## src/rtl/seg_scan_if.sv

```systemverilog
// seg_scan_if: bundles the signals between the calculator, the scan stage and
// the display pins.
//   disp0..disp3 : 5-bit display codes, digit 0 is the rightmost digit
//   ovf          : overflow flag, shown on the decimal point of digit 0
//   bright       : 4-bit brightness level (only with SEG_SCAN_DIM_EN)
//   seg          : segments, seg[0]=a .. seg[6]=g
//   dp           : decimal point
//   an           : anode enables, an[i] drives digit i
//   frame_tick   : one-cycle pulse after each shadow load
// Modports:
//   master : the producer side, which drives the codes and watches the display.
//   slave  : the scan stage itself.
// Optional feature macro: SEG_SCAN_DIM_EN adds the bright signal.
interface seg_scan_if;
  logic [4:0] disp0;
  logic [4:0] disp1;
  logic [4:0] disp2;
  logic [4:0] disp3;
  logic       ovf;
`ifdef SEG_SCAN_DIM_EN
  logic [3:0] bright;
`endif
  logic [6:0] seg;
  logic       dp;
  logic [3:0] an;
  logic       frame_tick;

`ifdef SEG_SCAN_DIM_EN
  modport master (output disp0, disp1, disp2, disp3, ovf, bright,
                  input  seg, dp, an, frame_tick);
  modport slave  (input  disp0, disp1, disp2, disp3, ovf, bright,
                  output seg, dp, an, frame_tick);
`else
  modport master (output disp0, disp1, disp2, disp3, ovf,
                  input  seg, dp, an, frame_tick);
  modport slave  (input  disp0, disp1, disp2, disp3, ovf,
                  output seg, dp, an, frame_tick);
`endif
endinterface

```

## src/rtl/seg_scan.sv

```systemverilog
// seg_scan: drives a 4-digit common-anode multiplexed 7-segment display from
// the calculator's four 5-bit display codes and its overflow flag.
// Each digit owns a slot of REFRESH_DIV cycles. The first BLANK_CYC cycles of
// every slot keep all anodes off, so the previous digit cannot ghost onto the
// next one. The codes are copied into a shadow set only at frame boundaries,
// which means a frame is never torn.
// Ports:
//   clk  : system clock
//   rst  : asynchronous, active-low reset
//   bus  : seg_scan_if.slave (disp0..3 and ovf in; seg, dp, an, frame_tick out)
// Parameters:
//   REFRESH_DIV : cycles per digit slot (>= 2)
//   BLANK_CYC   : blank cycles at the start of each slot (< REFRESH_DIV)
//   ACTIVE_LOW  : 1 = seg/dp/an are asserted low, 0 = asserted high
// Optional feature macro: SEG_SCAN_DIM_EN adds PWM dimming of the anodes
// through bus.bright.
module seg_scan #(
  parameter int REFRESH_DIV = 50000,
  parameter int BLANK_CYC   = 500,
  parameter bit ACTIVE_LOW  = 1'b1
) (
  input  logic     clk,
  input  logic     rst,
  seg_scan_if.slave bus
);

  localparam int SLOT_W = (REFRESH_DIV > 2) ? $clog2(REFRESH_DIV) : 1;
  localparam logic [SLOT_W-1:0] SLOT_LAST = SLOT_W'(REFRESH_DIV - 1);
  localparam logic [SLOT_W-1:0] BLANK_END = SLOT_W'(BLANK_CYC);
  localparam logic [4:0]        CODE_BLANK = 5'd16;

  // Active-high segment patterns, bit order g..a.
  function automatic logic [6:0] decode(input logic [4:0] code);
    case (code)
      5'd0:    decode = 7'b0111111;
      5'd1:    decode = 7'b0000110;
      5'd2:    decode = 7'b1011011;
      5'd3:    decode = 7'b1001111;
      5'd4:    decode = 7'b1100110;
      5'd5:    decode = 7'b1101101;
      5'd6:    decode = 7'b1111101;
      5'd7:    decode = 7'b0000111;
      5'd8:    decode = 7'b1111111;
      5'd9:    decode = 7'b1101111;
      5'd10:   decode = 7'b1110111; // A
      5'd11:   decode = 7'b1010100; // n
      5'd12:   decode = 7'b0111001; // C
      5'd13:   decode = 7'b0111000; // L
      5'd14:   decode = 7'b0011100; // u
      5'd15:   decode = 7'b1110011; // P
      5'd16:   decode = 7'b0000000; // blank
      default: decode = 7'b1000000; // illegal codes show a dash
    endcase
  endfunction

  logic [SLOT_W-1:0] slot_cnt;
  logic [1:0]        idx;
  logic [4:0]        shadow [4];
  logic              shadow_ovf;
  logic              load_pend;
  logic              frame_tick_q;

  logic slot_end;
  logic load;

  assign slot_end = (slot_cnt == SLOT_LAST);
  // A load happens once right after reset, and then at every frame boundary.
  assign load = load_pend || (slot_end && (idx == 2'd3));

`ifdef SEG_SCAN_DIM_EN
  logic [3:0] pwm_cnt;
  logic [3:0] bright_q;
`endif

  always_ff @(posedge clk or negedge rst) begin
    if (!rst) begin
      slot_cnt     <= '0;
      idx          <= '0;
      load_pend    <= 1'b1;
      shadow_ovf   <= 1'b0;
      frame_tick_q <= 1'b0;
      // NOTE: the shadow codes are reset on purpose. The outputs decode straight
      // from them, so a reset must force a blank code for the display to go dark.
      for (int i = 0; i < 4; i++) shadow[i] <= CODE_BLANK;
`ifdef SEG_SCAN_DIM_EN
      pwm_cnt      <= '0;
      bright_q     <= '0;
`endif
    end else begin
      // NOTE: state uses non-blocking assignments only, so every register
      // samples the pre-edge values of the others and ordering does not matter.
      slot_cnt     <= slot_end ? '0 : slot_cnt + 1'b1;
      frame_tick_q <= load;
      if (slot_end) idx <= idx + 2'd1;
      if (load) begin
        shadow[0]  <= bus.disp0;
        shadow[1]  <= bus.disp1;
        shadow[2]  <= bus.disp2;
        shadow[3]  <= bus.disp3;
        shadow_ovf <= bus.ovf;
        load_pend  <= 1'b0;
      end
`ifdef SEG_SCAN_DIM_EN
      pwm_cnt <= pwm_cnt + 4'd1;
      if (load) bright_q <= bus.bright;
`endif
    end
  end

  // Outputs come from registered state only. Internally everything is
  // active-high, and the polarity is applied once at the pins.
  logic [3:0] an_on;
  logic [6:0] seg_on;
  logic       dp_on;
  logic       active;

  always_comb begin
    // NOTE: every output gets a default first, so no path through the block
    // can leave one unassigned and infer a latch.
    an_on  = '0;
    dp_on  = 1'b0;
    seg_on = decode(shadow[idx]);
    active = (slot_cnt >= BLANK_END);
    if (active) begin
`ifdef SEG_SCAN_DIM_EN
      an_on[idx] = (pwm_cnt < bright_q);
`else
      an_on[idx] = 1'b1;
`endif
      dp_on = (idx == 2'd0) && shadow_ovf;
    end
  end

  assign bus.an         = ACTIVE_LOW ? ~an_on  : an_on;
  assign bus.seg        = ACTIVE_LOW ? ~seg_on : seg_on;
  assign bus.dp         = ACTIVE_LOW ? ~dp_on  : dp_on;
  assign bus.frame_tick = frame_tick_q;

endmodule

```

## src/flat_wrapper.sv

```systemverilog
// flat-port wrapper written by rule: the top's interface ports become plain ports
module seg_scan_flat 
#(
  parameter int REFRESH_DIV = 50000,
  parameter int BLANK_CYC   = 500,
  parameter bit ACTIVE_LOW  = 1'b1
)
  (clk, rst, bus_disp0, bus_disp1, bus_disp2, bus_disp3, bus_ovf, bus_seg, bus_dp, bus_an, bus_frame_tick);
  seg_scan_if bus_i ();
  input  logic clk;
  input  logic rst;
  input wire logic [$bits(bus_i.disp0)-1:0] bus_disp0;
  input wire logic [$bits(bus_i.disp1)-1:0] bus_disp1;
  input wire logic [$bits(bus_i.disp2)-1:0] bus_disp2;
  input wire logic [$bits(bus_i.disp3)-1:0] bus_disp3;
  input wire logic [$bits(bus_i.ovf)-1:0] bus_ovf;
  output wire logic [$bits(bus_i.seg)-1:0] bus_seg;
  output wire logic [$bits(bus_i.dp)-1:0] bus_dp;
  output wire logic [$bits(bus_i.an)-1:0] bus_an;
  output wire logic [$bits(bus_i.frame_tick)-1:0] bus_frame_tick;
  assign bus_i.disp0 = bus_disp0;
  assign bus_i.disp1 = bus_disp1;
  assign bus_i.disp2 = bus_disp2;
  assign bus_i.disp3 = bus_disp3;
  assign bus_i.ovf = bus_ovf;
  assign bus_seg = bus_i.seg;
  assign bus_dp = bus_i.dp;
  assign bus_an = bus_i.an;
  assign bus_frame_tick = bus_i.frame_tick;
  seg_scan #(.REFRESH_DIV(REFRESH_DIV), .BLANK_CYC(BLANK_CYC), .ACTIVE_LOW(ACTIVE_LOW)) u_core (.clk(clk), .rst(rst), .bus(bus_i));
endmodule
```

## config.mk

```make
export PLATFORM = sky130hd
export DESIGN_NAME = seg_scan_flat
export DESIGN_NICKNAME = d
export VERILOG_FILES = /design/src/rtl/seg_scan_if.sv /design/src/rtl/seg_scan.sv /design/src/flat_wrapper.sv
export SDC_FILE = /design/constraint.sdc
export NUM_CORES = 1
export LEC_CHECK = 0
export ABC_AREA = 1
export ABC_CLOCK_PERIOD_IN_PS = 4400
export CORE_MARGIN = 5
export CORE_UTILIZATION = 35
export CTS_BUF_LIST = sky130_fd_sc_hd__clkbuf_4
export CTS_CLUSTER_DIAMETER = 50
export DETAILED_ROUTE_END_ITERATION = 10
export GPL_ROUTABILITY_DRIVEN = 0
export GPL_TIMING_DRIVEN = 1
export PLACE_DENSITY_LB_ADDON = 0.25
export SLEW_MARGIN = 25
export SYNTH_ARGS = -nofsm -noshare
export SYNTH_HDL_FRONTEND = slang
export SYNTH_SLANG_ARGS = --single-unit
```

## constraint.sdc

```tcl
create_clock -name clk -period 4.4 [get_ports clk]
set_clock_uncertainty 0.15 [all_clocks]
set_input_delay 0.88 -clock clk [delete_from_list [all_inputs] [get_ports clk]]
set_output_delay 0.88 -clock clk [all_outputs]
set_load 0.05 [all_outputs]
```

* After elaboration in Yosys (flattened, before gate mapping)
Memory sizes are Yosys's and may differ from the RTL's.
Cells that the tools add are included.
** Cells by class
- Muxes and demuxes :: 8
- Div/mod/pow operators :: 0
- Bitwise operators :: 4
- $mul :: 0
- Equal/unequal tests :: 2
- Shift-type cells :: 0
- Add/subtract/negate cells :: 2
- Order comparisons :: 4
- Reduce and logical (&&, ||, !) cells :: 5
** Operator list (count)
- 16-bit by 1-bit adder with 16-bit output (second input constant) :: 1
- 16-bit == test (second input constant) :: 1
- 16-bit by 9-bit >= comparator with 1-bit output (second input constant) :: 1
- 16-bit 2-to-1 mux :: 1
- 5-bit binary-select mux with 2-bit select :: 1
- 5-bit 2-to-1 mux :: 2
- 7-bit NOT :: 1
- 4-bit 2-to-1 mux :: 1
- 4-bit NOT :: 1
- 3-bit >= comparator (second input constant) :: 1
- 1-bit logical AND :: 3
- 2-bit by 3-bit less-than comparator with 1-bit output (second input constant) :: 1
- 2-bit NOT with 3-bit output :: 1
- 2-bit by 1-bit adder with 2-bit output (second input constant) :: 1
- 1-bit demux with 2-bit select :: 1
- 2-bit == test (second input constant) :: 1
- 2-bit by 1-bit >= comparator with 1-bit output (second input constant) :: 1
- 2-bit logical NOT :: 1
- 1-bit 2-to-1 mux :: 2
- 1-bit logical OR :: 1
- 1-bit NOT :: 1
** Storage, ports and cells
- Output and inout bits :: 13
- Memory bits (read-only) :: 224
- Memories :: 1
- Word-level logic and storage cells :: 35
- Flip-flop bits (word level) :: 41
- Bits in writable memories :: 0
- Latch bits :: 0
** Memories
- (no name shown) :: words 32, bits a word 7, read ports 1, clocked after memory_dff 0, write ports 0, RTL line seg_scan.sv:34 : case (code)

* Longest topological paths before layout
Gate-level depths: netlist of run 1.
- Word-level depth :: 6
- Gate-level depth with buffers :: 12
- Depth with buffers taken out :: 11

* Worst setup path before layout of run 1
OpenSTA, ideal clock, no wires.
- Kind :: reg-to-output
- Start :: register u_core.idx[0]
- End :: output bus_seg[6]
- Data required time :: 3370 ps
- Path buffers :: 1
- Arrival :: 2002 ps
- Setup slack :: 1368 ps
- Cell stages (with the launch flop) :: 11
- Path through :: dfrtp_1 inv_2 buf_6 o211ai_1 nand2_1 inv_1 ha_1 inv_1 o21ai_1 inv_1 nor2_1
** Between the ends
- Longest elaborated chain between the ends :: 6
** Ends and longest elaborated chain
- from (decl) :: RTL line seg_scan.sv:57 : logic [1:0] idx;
- from (signal assigned) :: RTL line seg_scan.sv:94 : if (slot_end) idx <= idx + 2'd1;
- 2-bit NOT with 3-bit output (implied by the code) :: RTL line seg_scan.sv:122 : seg_on = decode(shadow[idx]);
- 5-bit binary-select mux with 2-bit select :: RTL line seg_scan.sv:122
- 5-bit 2-to-1 mux (implied by the code) (2 in series) :: RTL line seg_scan.sv:122
- memory 32 x 7 bit
- 7-bit NOT :: RTL line seg_scan.sv:135 : assign bus.seg = ACTIVE_LOW ? ~seg_on : seg_on;
- to (decl) :: RTL line flat_wrapper.sv:17 : output wire logic [$bits(bus_i.seg)-1:0] bus_seg;
No other way between the ends. The select of a mux whose other input is x is not followed.

* Worst setup path after layout of run 1
- Start :: register u_core.idx[1]
- End :: output bus_seg[0]
Same word-level chain as after synthesis.

==> summary.md, run 1 <==
| Metric | Value |
|---|---|
| Seq/Total Area, Yosys | 41.67% |
| Seq pwr share | 46.6% |
| Worst Max-Slew Pin Slew | between 0.9 and 1 ns |
| Drt first pass iters | 4 |
| Min Tclk post-route | 4.100 ns |
| Register area | a little over 1000 um2 |
| Clk sink count | 41 |
| Combinational power share | 18.9% |
| Number of buffers created by CTS | 5 |
| Synth area leader | dfrtp_1 |
| Max Clk Rate | about 0.24 GHz |
| H-tree depth | 2 |
| Synth top area cells | dfrtp_1, nand2_1, nand3_1, ha_1, inv_1 |
| 1st-iter DRT viols | 112 |
| GR Overflow Total | 0 |
| Core Area | 6832 um2 |
| Fin area | 2988 um2 |
| Ys async rst share | 100.0% |
| Leakage Power | 1.473 nW |
| Wirelength per Cell | 11.72 um |
| Initial Util | a little over a third |
| Die Width | between 90 and 100 um |
| Placed inst area | 2884 um2 |
| Initial antenna violation count | 0 |
| Ports | 36 |
| Die ar. | 8860 um2 |
| Setup TNS | 0 ns |
| N_diodes | 0 |
| Final hold vios | 0 |
| Min-Delay Path Class | reg2reg |
| Skew-Pair Late Insertion Delay | 0.35 ns |
| Drt drc | 0 |
| DRT antenna net count | 0 |
| Mapped Area | 2477 um2 |
| P&R area growth vs syn | 20.61% |
| Synth cell types | 33 |
| Area taken by multi-input logic gates | between 1000 and 1500 um2 |
| Number of vias per cell | 4.555 |
| Yosys reg bits | 41 |
| Avg Inst Size Synth | 7.395 um2 |
| Psw | 0.2395 mW |
| Clk pwr share | approximately a third |
| Fill cells | just over 700 |
| Synth warnings | 0 |
| EDFF count, synth | 0 |
| Switch share | a little over a quarter |
| Internal | roughly 0.63 mW |
| DR vias | approximately 2100 |
| RSZ-0062 raised after global routing | false |
| Setup CP Type | reg2out |
| Outcome | complete, no violations |
| Vias in the first global route | about 2100 |
| Clk slew on worst S/H paths | around 0.13 ns |
| Critical Path Sink Type | primary output |
| Root buffer cell | clkbuf_4 |
| Critical path required time | 3.37 ns |
| Number of cell rows | 30 |
| Total GRT Usage | 13.69% |
| CTS tree | built |
| Final #Nets | 406 |
| Yosys top cell area share | 36.36% |
| CP arrival | 3.07 ns |
| Post-synth net total | 371 |
| Dpl hpwl | 4146 um |
| CP Launch Type | flip-flop |
| Post-CTS Setup Bufs | 0 |
| Die Ht | 94.13 um |
| P per Cell Area | 292.5 nW/um2 |
| Routed WL | 5475 um |
| Clock buffer depth | 2 |
| Headroom to the max-slew limit | between 30% and 40% |
| First-pass GRT wire length | ~10000 um |
| CP max FO | 11 |
| Tcrit/Tclk final | 93.19% |
| Final Setup Violations | 0 |
| Buffers on Ports | 35 |
| Main synth FF type | dfrtp_1 |
| Maximum vdd ir drop | 0.1260 mV |
| Largest net degree at the start of global routing | 42 |
| Synth Instances | 335 |
| Layout cells sized above 1 | 7.278% |
| Max Cap Viol | 0 |
| Final Max Slew Viols | 0 |
[state kept, by name, indices dropped and copies added, names as in the netlist]
signal                 flops
u_core.bus.frame_tick      1
u_core.idx                 2
u_core.load_pend           1
u_core.shadow             20
u_core.shadow_ovf          1
u_core.slot_cnt           16
[placed cells by master, fill, tap and decap left out, types with 2 or more instances in the layout]
cell,count
bufinv_16,2
nand4_1,7
o21ai_0,19
clkdlybuf4s50_1,34
o21ai_1,2
nor2_2,2
nand2_1,109
dfstp_2,5
nor2_1,27
inv_1,40
ha_1,13
nor3_1,5
nand2_2,2
dfrtp_1,35
inv_2,3
a21oi_1,4
o211ai_1,3
clkbuf_4,5
xor2_1,5
nand3_1,35
[per-layer routing]
metal | vias to the layer above | global-route usage, % | part of all wire (%) | routed length, um
met1 | 960 | 19.22 | 50 | 2743
met4 | 0 | 3.851 | 1.0 | 57
li1 | 1127 | - | - | -
met5 | - | 0 | 0 | 0
met3 | 4 | 2.965 | 3.9 | 212
met2 | 36 | 21.11 | 45 | 2461
[synth_stat cells (2+ instances only)]
| master | number |
|---|---|
| buf_6 | 2 |
| nand2_2 | 2 |
| nand2_1 | 109 |
| a21oi_1 | 4 |
| nor2_1 | 27 |
| nand4_1 | 7 |
| o211ai_1 | 3 |
| inv_1 | 40 |
| dfrtp_1 | 36 |
| nor3_1 | 5 |
| dfstp_2 | 5 |
| inv_2 | 3 |
| o21ai_1 | 2 |
| ha_1 | 13 |
| buf_2 | 2 |
| xor2_1 | 5 |
| nand3_1 | 35 |
| o21ai_0 | 19 |
| nor2_2 | 2 |
[repair_timing]
item                                    in CTS  in global routing
resized for setup                            0                  1
hold buffers                                 0                  0
endpoints found under the setup margin       0                  3
[power groups by stage]
stage / combinational (mW) / sequential (mW) / clock, mW
after global routing: 0.185 / 0.410 / 0.329
after CTS: 0.167 / 0.407 / 0.312
after floorplan: 0.105 / 0.413 / 0
final: 0.165 / 0.407 / 0.302
after global placement: 0.165 / 0.414 / 0
after detailed placement: 0.167 / 0.414 / 0
[cell families (layout without fill, tap and decap cells)]
logic type	after synthesis	count (layout)	share of synthesized area, %
simple gates	195	195	34.55
compound gates	29	29	6.263
xor+xnor	5	5	1.768
fa+ha+maj	13	13	6.566
flops	41	41	41.67
other cells	1	1	0.1514
buf+inv	51	87	9.040
[stage by stage]
| stage | cells | setup slack [ns] | hold slack [ns] | utilization (%) | power [mW] |
|---|---|---|---|---|---|
| after floorplan | 335 | 1.368 | 0.3047 | - | 0.5180 |
| after global placement | 459 | 0.6599 | 0.3259 | 42.22 | 0.5794 |
| after detailed placement | 459 | 0.5705 | 0.3303 | 42.22 | 0.5814 |
| after CTS | 467 | 0.1607 | 0.3506 | 43.72 | 0.8867 |
| after global routing | 467 | 0.03393 | 0.3781 | 43.74 | 0.9239 |
| final | 467 | 0.2997 | 0.3486 | 43.74 | 0.8739 |
[cell type report]
type / count / share of cell area [%]
well taps: 96 / 4.020
clock inverters: 3 / 2.178
flip-flops and latches: 41 / 34.59
repair buffers: 35 / 11.56
multi-input cells: 243 / 40.87
inverters: 44 / 5.528
clock buffers: 5 / 1.256
[worst paths after layout]
kind	endpoint	startpoint	cells after the start	slack [ns]
worst max-delay path	bus_seg[0]	u_core.idx[1]	11	0.30
worst min-delay path	u_core.slot_cnt[0]	u_core.slot_cnt[0]	1	0.35
worst max register to register	u_core.shadow[2]	u_core.slot_cnt[0]	7	2.46
worst min register to register	u_core.slot_cnt[0]	u_core.slot_cnt[0]	1	0.35
max in group asynchronous	u_core.idx[0]	rst	1	2.97
min in group asynchronous	u_core.slot_cnt[1]	rst	1	0.50
[worst max-delay path, stage by stage (launching register included)]
cell             delay [ns]
dfrtp_1                0.56
inv_2                  0.17
a21oi_1                0.13
o21ai_0                0.09
nand2_1                0.15
inv_1                  0.12
ha_1                   0.29
inv_1                  0.03
nor2_1                 0.16
o21ai_0                0.12
nand3_1                0.08
clkdlybuf4s50_1        0.80
Note: power is estimated with default switching activity, not from simulation.
==> run 2: changes to the inputs <==
--- a/config.mk
+++ b/config.mk
@@ -12,10 +12,10 @@
 export CTS_BUF_LIST = sky130_fd_sc_hd__clkbuf_4
 export CTS_CLUSTER_DIAMETER = 50
 export DETAILED_ROUTE_END_ITERATION = 10
-export GPL_ROUTABILITY_DRIVEN = 0
 export GPL_TIMING_DRIVEN = 1
 export PLACE_DENSITY_LB_ADDON = 0.25
-export SLEW_MARGIN = 25
+export SKIP_LAST_GASP = 1
+export SLEW_MARGIN = 40
 export SYNTH_ARGS = -nofsm -noshare
 export SYNTH_HDL_FRONTEND = slang
 export SYNTH_SLANG_ARGS = --single-unit
==> summary.md, run 2 (synthesized netlist as in run 1, its figures left out) <==
| Metric | Value |
|---|---|
| Most flops, register | u_core.shadow (unchanged) |
| Vias in the first global route | 2091 (was 2092) |
| Number of buffers created by CTS | 5 (unchanged) |
| R2r worst-path depth | 7 (unchanged) |
| 1st-iter DRT viols | 118 (was 112) |
| R2r startpoint | u_core.slot_cnt[0] (unchanged) |
| Die Ht | 94.13 um (unchanged) |
| Maximum vdd ir drop | 0.1260 mV (about the same) |
| Routed WL | 5474 um (was 5475 um) |
| N_diodes | 0 (unchanged) |
| DRT antenna net count | 0 (unchanged) |
| P per Cell Area | 292.5 nW/um2 (about the same) |
| H-tree depth | 2 (unchanged) |
| Seq pwr share | 46.5% (was 46.6%) |
| Max reg flops | 20 (unchanged) |
| Root buffer cell | clkbuf_4 (unchanged) |
| CP max FO | 11 (unchanged) |
| Drt drc | 0 (unchanged) |
| Number of cell rows | 30 (unchanged) |
| Initial antenna violation count | 0 (unchanged) |
| Leakage Power | 1.474 nW (was 1.473 nW) |
| Die ar. | 8860 um2 (unchanged) |
| CP Launch Type | flip-flop (unchanged) |
| Setup CP Type | reg2out (unchanged) |
| Initial Util | 36.26% (unchanged) |
| Reg2Reg Capture Point | u_core.shadow[2] (unchanged) |
| R2R setup slack | 2.46 ns (about the same) |
| Buffers on Ports | 35 (unchanged) |
| CP arrival | 3.06 ns (was 3.07 ns) |
| Setup TNS | 0 ns (unchanged) |
| Drt first pass iters | 4 (unchanged) |
| RSZ-0062 raised after global routing | false (unchanged) |
| Skew-Pair Late Insertion Delay | 0.35 ns (about the same) |
| Psw | 0.2400 mW (was 0.2395 mW) |
| CTS tree | built (unchanged) |
| First-pass GRT wire length | 9798 um (was 9784 um) |
| Die Width | 94.13 um (unchanged) |
| Max Clk Rate | 0.2444 GHz (was 0.2439 GHz) |
| Placer Congestion | 0.8487 |
| Ports | 36 (unchanged) |
| Clk sink count | 41 (unchanged) |
| Most common cell after layout, fill and taps aside | nand2_1 (unchanged) |
| Clk pwr share | 34.5% (about the same) |
| Regs by FF count | u_core.shadow (20), u_core.slot_cnt (16), u_core.idx (2) (unchanged) |
| Outcome | complete, no violations (unchanged) |
| Min-Delay Path Class | in2async (was reg2reg) |
| Post-route non-filler standard cell count | 467 (unchanged) |
| Worst Max-Slew Pin Slew | 0.5298 ns (was 0.9254 ns) |
| Headroom to the max-slew limit | 64.68% (was 38.30%) |
| Min Tclk post-route | 4.092 ns (was 4.100 ns) |
| Clk slew on worst S/H paths | 0.13 ns (about the same) |
| Most frequent cells in the layout | nand2_1, inv_1, nand3_1, dfrtp_1, clkdlybuf4s50_1 (unchanged) |
| Clock buffer depth | 2 (unchanged) |
| Layout cells sized above 1 | 7.278% (unchanged) |
| Final Setup Violations | 0 (unchanged) |
| Internal | 0.6346 mW (was 0.6344 mW) |
| Core Area | 6832 um2 (unchanged) |
| DR vias | 2116 (was 2127) |
| Inst Count DP | 459 (unchanged) |
| Dpl hpwl | 4148 um (was 4146 um) |
| Critical path required time | 3.37 ns (about the same) |
| Number of vias per cell | 4.531 (was 4.555) |
| Final #Nets | 406 (unchanged) |
| Largest net degree at the start of global routing | 42 (unchanged) |
| P&R area growth vs syn | 20.71% (was 20.61%) |
| Switch share | 27.44% (was 27.41%) |
| Final Max Slew Viols | 0 (unchanged) |
| Wirelength per Cell | 11.72 um (about the same) |
| Final total power | 0.8747 mW (was 0.8739 mW) |
| Max Cap Viol | 0 (unchanged) |
| Critical Path Sink Type | primary output (unchanged) |
| Total GRT Usage | 13.72% (was 13.69%) |
| Combinational power share | 18.9% (about the same) |
| Hold_ws | 0.3452 ns (was 0.3486 ns) |
| Final hold vios | 0 (unchanged) |
| Tcrit/Tclk final | 93.01% (was 93.19%) |
| GR Overflow Total | 0 (unchanged) |
[run 2: changes by cell type in the layout (fill, tap and decap cells not counted)]
cell,delta
buf_2,-1
buf_4,+1
[run 2: what timing repair did]
action | in CTS | in global routing
resized for setup | 0 | 1
buffers inserted | 0 | 0
setup endpoints to repair | 0 | 3
hold buffers | 0 | 0
[run 2: critical path, stage by stage (launching register included)]
cell and delay [ns]:
dfrtp_1 0.55, inv_2 0.17, a21oi_1 0.13, o21ai_0 0.09
nand2_1 0.15, inv_1 0.12, ha_1 0.29, inv_1 0.03
nor2_1 0.16, o21ai_0 0.12, nand3_1 0.08, clkdlybuf4s50_1 0.80
[run 2: area by class of cell]
cell class / instances / area, um2
fillers: 726 / 3841
multi-input cells: 243 / 1221
flip-flops and latches: 41 / 1033
repair buffers: 35 / 347.8
inverters: 44 / 165.2
well taps: 96 / 120.1
clock inverters: 3 / 65.06
clock buffers: 5 / 37.54
[run 2: metal layers]
layer	wire (um)	part of all wire [%]	vias to the layer above	global-route usage, %
met3	209	3.8	4	2.965
met5	0	0	-	0
met2	2452	45	36	21.11
met4	57	1.0	0	3.851
li1	-	-	1127	-
met1	2755	50	949	19.31
[run 2: worst max path at each step]
| stage | startpoint | end | cells after the start |
|---|---|---|---|
| after floorplan | u_core.idx[0] | bus_seg[6] | 10 |
| after global placement | u_core.idx[0] | bus_seg[0] | 11 |
| after detailed placement | u_core.idx[0] | bus_seg[0] | 11 |
| after CTS | u_core.idx[0] | bus_seg[0] | 11 |
| after global routing | u_core.idx[1] | bus_seg[0] | 11 |
| final | u_core.idx[1] | bus_seg[0] | 11 |
[run 2: power groups by stage]
stage,Combinational (mW),Clock [mW],Sequential [mW]
finish,0.166,0.302,0.407
CTS,0.168,0.312,0.407
detailed placement,0.167,0,0.414
global route,0.185,0.329,0.410
floorplan,0.105,0,0.413
global placement,0.165,0,0.414
[run 2: metrics by stage]
| stage | setup slack [ns] | instance area (um2) | util, % |
|---|---|---|---|
| after floorplan | 1.368 | 2477 | - |
| after global placement | 0.6599 | 2884 | 42.22 |
| after detailed placement | 0.5705 | 2887 | 42.25 |
| after CTS | 0.1607 | 2989 | 43.75 |
| after global routing | 0.03393 | 2990 | 43.77 |
| final | 0.3078 | 2990 | 43.77 |
==> run 3: changes to the inputs <==
--- a/config.mk
+++ b/config.mk
@@ -6,7 +6,7 @@
 export NUM_CORES = 1
 export LEC_CHECK = 0
 export ABC_AREA = 1
-export ABC_CLOCK_PERIOD_IN_PS = 4400
+export ABC_CLOCK_PERIOD_IN_PS = 5130
 export CORE_MARGIN = 5
 export CORE_UTILIZATION = 35
 export CTS_BUF_LIST = sky130_fd_sc_hd__clkbuf_4
==> constraint.sdc (replaced) <==
create_clock -name clk -period 5.13 [get_ports clk]
set_clock_uncertainty 0.15 [all_clocks]
set_input_delay 1.026 -clock clk [delete_from_list [all_inputs] [get_ports clk]]
set_output_delay 1.026 -clock clk [all_outputs]
set_load 0.05 [all_outputs]
==> summary.md, run 3 (synthesized netlist as in run 1, its figures left out) <==
| Metric | Value |
|---|---|
| Worst Max-Slew Pin Slew | 0.5130 ns (was 0.5298 ns) |
| Min Tclk post-route | 4.368 ns |
| Post-CTS Setup Bufs | 0 (unchanged) |
| Fin area | 2965 um2 (was 2990 um2) |
| Largest net degree at the start of global routing | 42 (unchanged) |
| Skew-Pair Late Insertion Delay | 0.34 ns (was 0.35 ns) |
| Top delay family on crit path | buffers and inverters (unchanged) |
| P&R area growth vs syn | 19.70% (was 20.71%) |
| CTS Hold Bufs | 0 (unchanged) |
| First-pass GRT wire length | 9818 um (was 9798 um) |
| Grt met2 use | 22.12% (was 21.11%) |
| Routed WL | 5601 um (was 5474 um) |
| Die Width | 94.13 um (unchanged) |
| Placed inst area | 2887 um2 (unchanged) |
| Crit. path cell count | 11 (unchanged) |
| Area taken by multi-input logic gates | 1221 um2 (unchanged) |
| Max Clk Rate | 0.2289 GHz |
| CP peak stage delay | 0.80 ns (about the same) |
| Final Setup Violations | 0 (unchanged) |
| Final setup margin | 0.7616 ns (was 0.3078 ns) |
| CP arrival | 3.19 ns (was 3.06 ns) |
| M1 GR Usage | 18.49% (was 19.31%) |
| Root buffer cell | clkbuf_4 (unchanged) |
| Setup TNS | 0 ns (unchanged) |
| Met3 GRT Util | 2.724% (was 2.965%) |
| Clk slew on worst S/H paths | 0.11 ns (was 0.13 ns) |
| Total GRT Usage | 13.90% (was 13.72%) |
| P per Cell Area | 236.1 nW/um2 (was 292.5 nW/um2) |
| Clk sink count | 41 (unchanged) |
| Final Max Slew Viols | 0 (unchanged) |
| CTS tree | built (unchanged) |
| H-tree depth | 2 (unchanged) |
| 1st-iter DRT viols | 90 (was 118) |
| Outcome | complete, no violations (unchanged) |
| Buffers on Ports | 35 (unchanged) |
| Fill cells | 746 (was 726) |
| Most frequent cells in the layout | nand2_1, inv_1, dfrtp_1 (was nand2_1, inv_1, nand3_1, dfrtp_1, clkdlybuf4s50_1) |
| Number of vias per cell | 4.666 (was 4.531) |
| Crit-path slowest cell | clkdlybuf4s50_1 (unchanged) |
| Hold_ws | 0.3481 ns (was 0.3452 ns) |
| GR Overflow Total | 0 (unchanged) |
| Critical Path Sink Type | primary output (unchanged) |
| Inst Count DP | 459 (unchanged) |
| Dpl hpwl | 4200 um (was 4148 um) |
| Number of cell rows | 30 (unchanged) |
| Most common cell after layout, fill and taps aside | nand2_1 (unchanged) |
| CP max FO | 14 (was 11) |
| Post-route non-filler standard cell count | 467 (unchanged) |
| Post-cts resize count | 0 (unchanged) |
| Final hold vios | 0 (unchanged) |
| Die ar. | 8860 um2 (unchanged) |
| DR vias | 2179 (was 2116) |
| RSZ-0062 raised after global routing | false (unchanged) |
| Crit-path cells | inv_2, a21oi_1, o21ai_0, nand2_1, inv_1, ha_1, inv_1, nor2_1, o21ai_0, nand3_1, clkdlybuf4s50_1 (unchanged) |
| DRT antenna net count | 0 (unchanged) |
| R2r worst-path depth | 7 (unchanged) |
| Placer Congestion | 0.8487 (unchanged) |
| Drt drc | 0 (unchanged) |
| Regs by FF count | u_core.shadow (20), u_core.slot_cnt (16), u_core.idx (2) (unchanged) |
| CP Launch Type | flip-flop (unchanged) |
| Max Cap Viol | 0 (unchanged) |
| Headroom to the max-slew limit | 65.80% (was 64.68%) |
| Min-Delay Path Class | reg2reg (was in2async) |
| Die Ht | 94.13 um (unchanged) |
| WHS Path Cells | 1 |
| Tcrit/Tclk final | 85.15% |
| Worst slack, placed | 1.121 ns (was 0.5705 ns) |
| Busiest grt layer | met2 (unchanged) |
| Final #Nets | 406 (unchanged) |
| Critical path required time | 3.95 ns (was 3.37 ns) |
| N_diodes | 0 (unchanged) |
| Final core occ | 43.41% (was 43.77%) |
| Maximum vdd ir drop | 0.08509 mV (was 0.1260 mV) |
| Worst path bufs/invs | 4 (unchanged) |
| Initial antenna violation count | 0 (unchanged) |
| Clock buffer depth | 2 (unchanged) |
| Register area | 1032 um2 (was 1033 um2) |
| Ports | 36 (unchanged) |
| Setup CP Type | reg2out (unchanged) |
| Number of buffers created by CTS | 5 (unchanged) |
| Max reg flops | 20 (unchanged) |
| Initial Util | 36.26% (unchanged) |
| Core Area | 6832 um2 (unchanged) |
| Vias in the first global route | 2168 (was 2091) |
| Layout cells sized above 1 | 6.739% (was 7.278%) |
| Final total power | 0.7002 mW (was 0.8747 mW) |
| Drt first pass iters | 4 (unchanged) |
| Wirelength per Cell | 11.99 um (was 11.72 um) |
| Most flops, register | u_core.shadow (unchanged) |
| Leakage Power | 1.464 nW (was 1.474 nW) |
-- run 3: changes by cell type in the layout (fill, tap and decap cells not counted), sizes merged --
cell    delta
clkbuf     +1
bufinv     -1
-- run 3: cell type report --
cell class                 count  area share (%)
multi-input combinational    243           41.18
sequential                    41           34.81
timing repair buffer          35           11.73
inverter                      44           5.570
tap                           96           4.051
clock buffer                   6           1.519
clock inverter                 2           1.139
-- run 3: layer usage --
layer | vias up | share of wire [%]
li1 | 1128 | -
met1 | 996 | 49
met2 | 49 | 46
met3 | 6 | 4.0
met4 | 0 | 1.3
met5 | - | 0
-- run 3: power by group --
group / internal [mW] / leakage, nW / switching, mW / total, mW
Sequential: 0.341 / 0.508 / 0.00791 / 0.349
Clock: 0.107 / 0.0433 / 0.102 / 0.209
Combinational: 0.0525 / 0.913 / 0.0900 / 0.142
Total: 0.500 / 1.46 / 0.200 / 0.700
-- run 3: worst paths after layout --
kind,from,end,slack [ns]
max in group asynchronous,rst,u_core.shadow[9],3.96
max,u_core.idx[0],bus_seg[0],0.76
min in group asynchronous,rst,u_core.shadow[2],0.50
min reg2reg,u_core.slot_cnt[0],u_core.slot_cnt[0],0.35
min,u_core.slot_cnt[0],u_core.slot_cnt[0],0.35
max reg2reg,u_core.slot_cnt[0],u_core.shadow[2],3.19
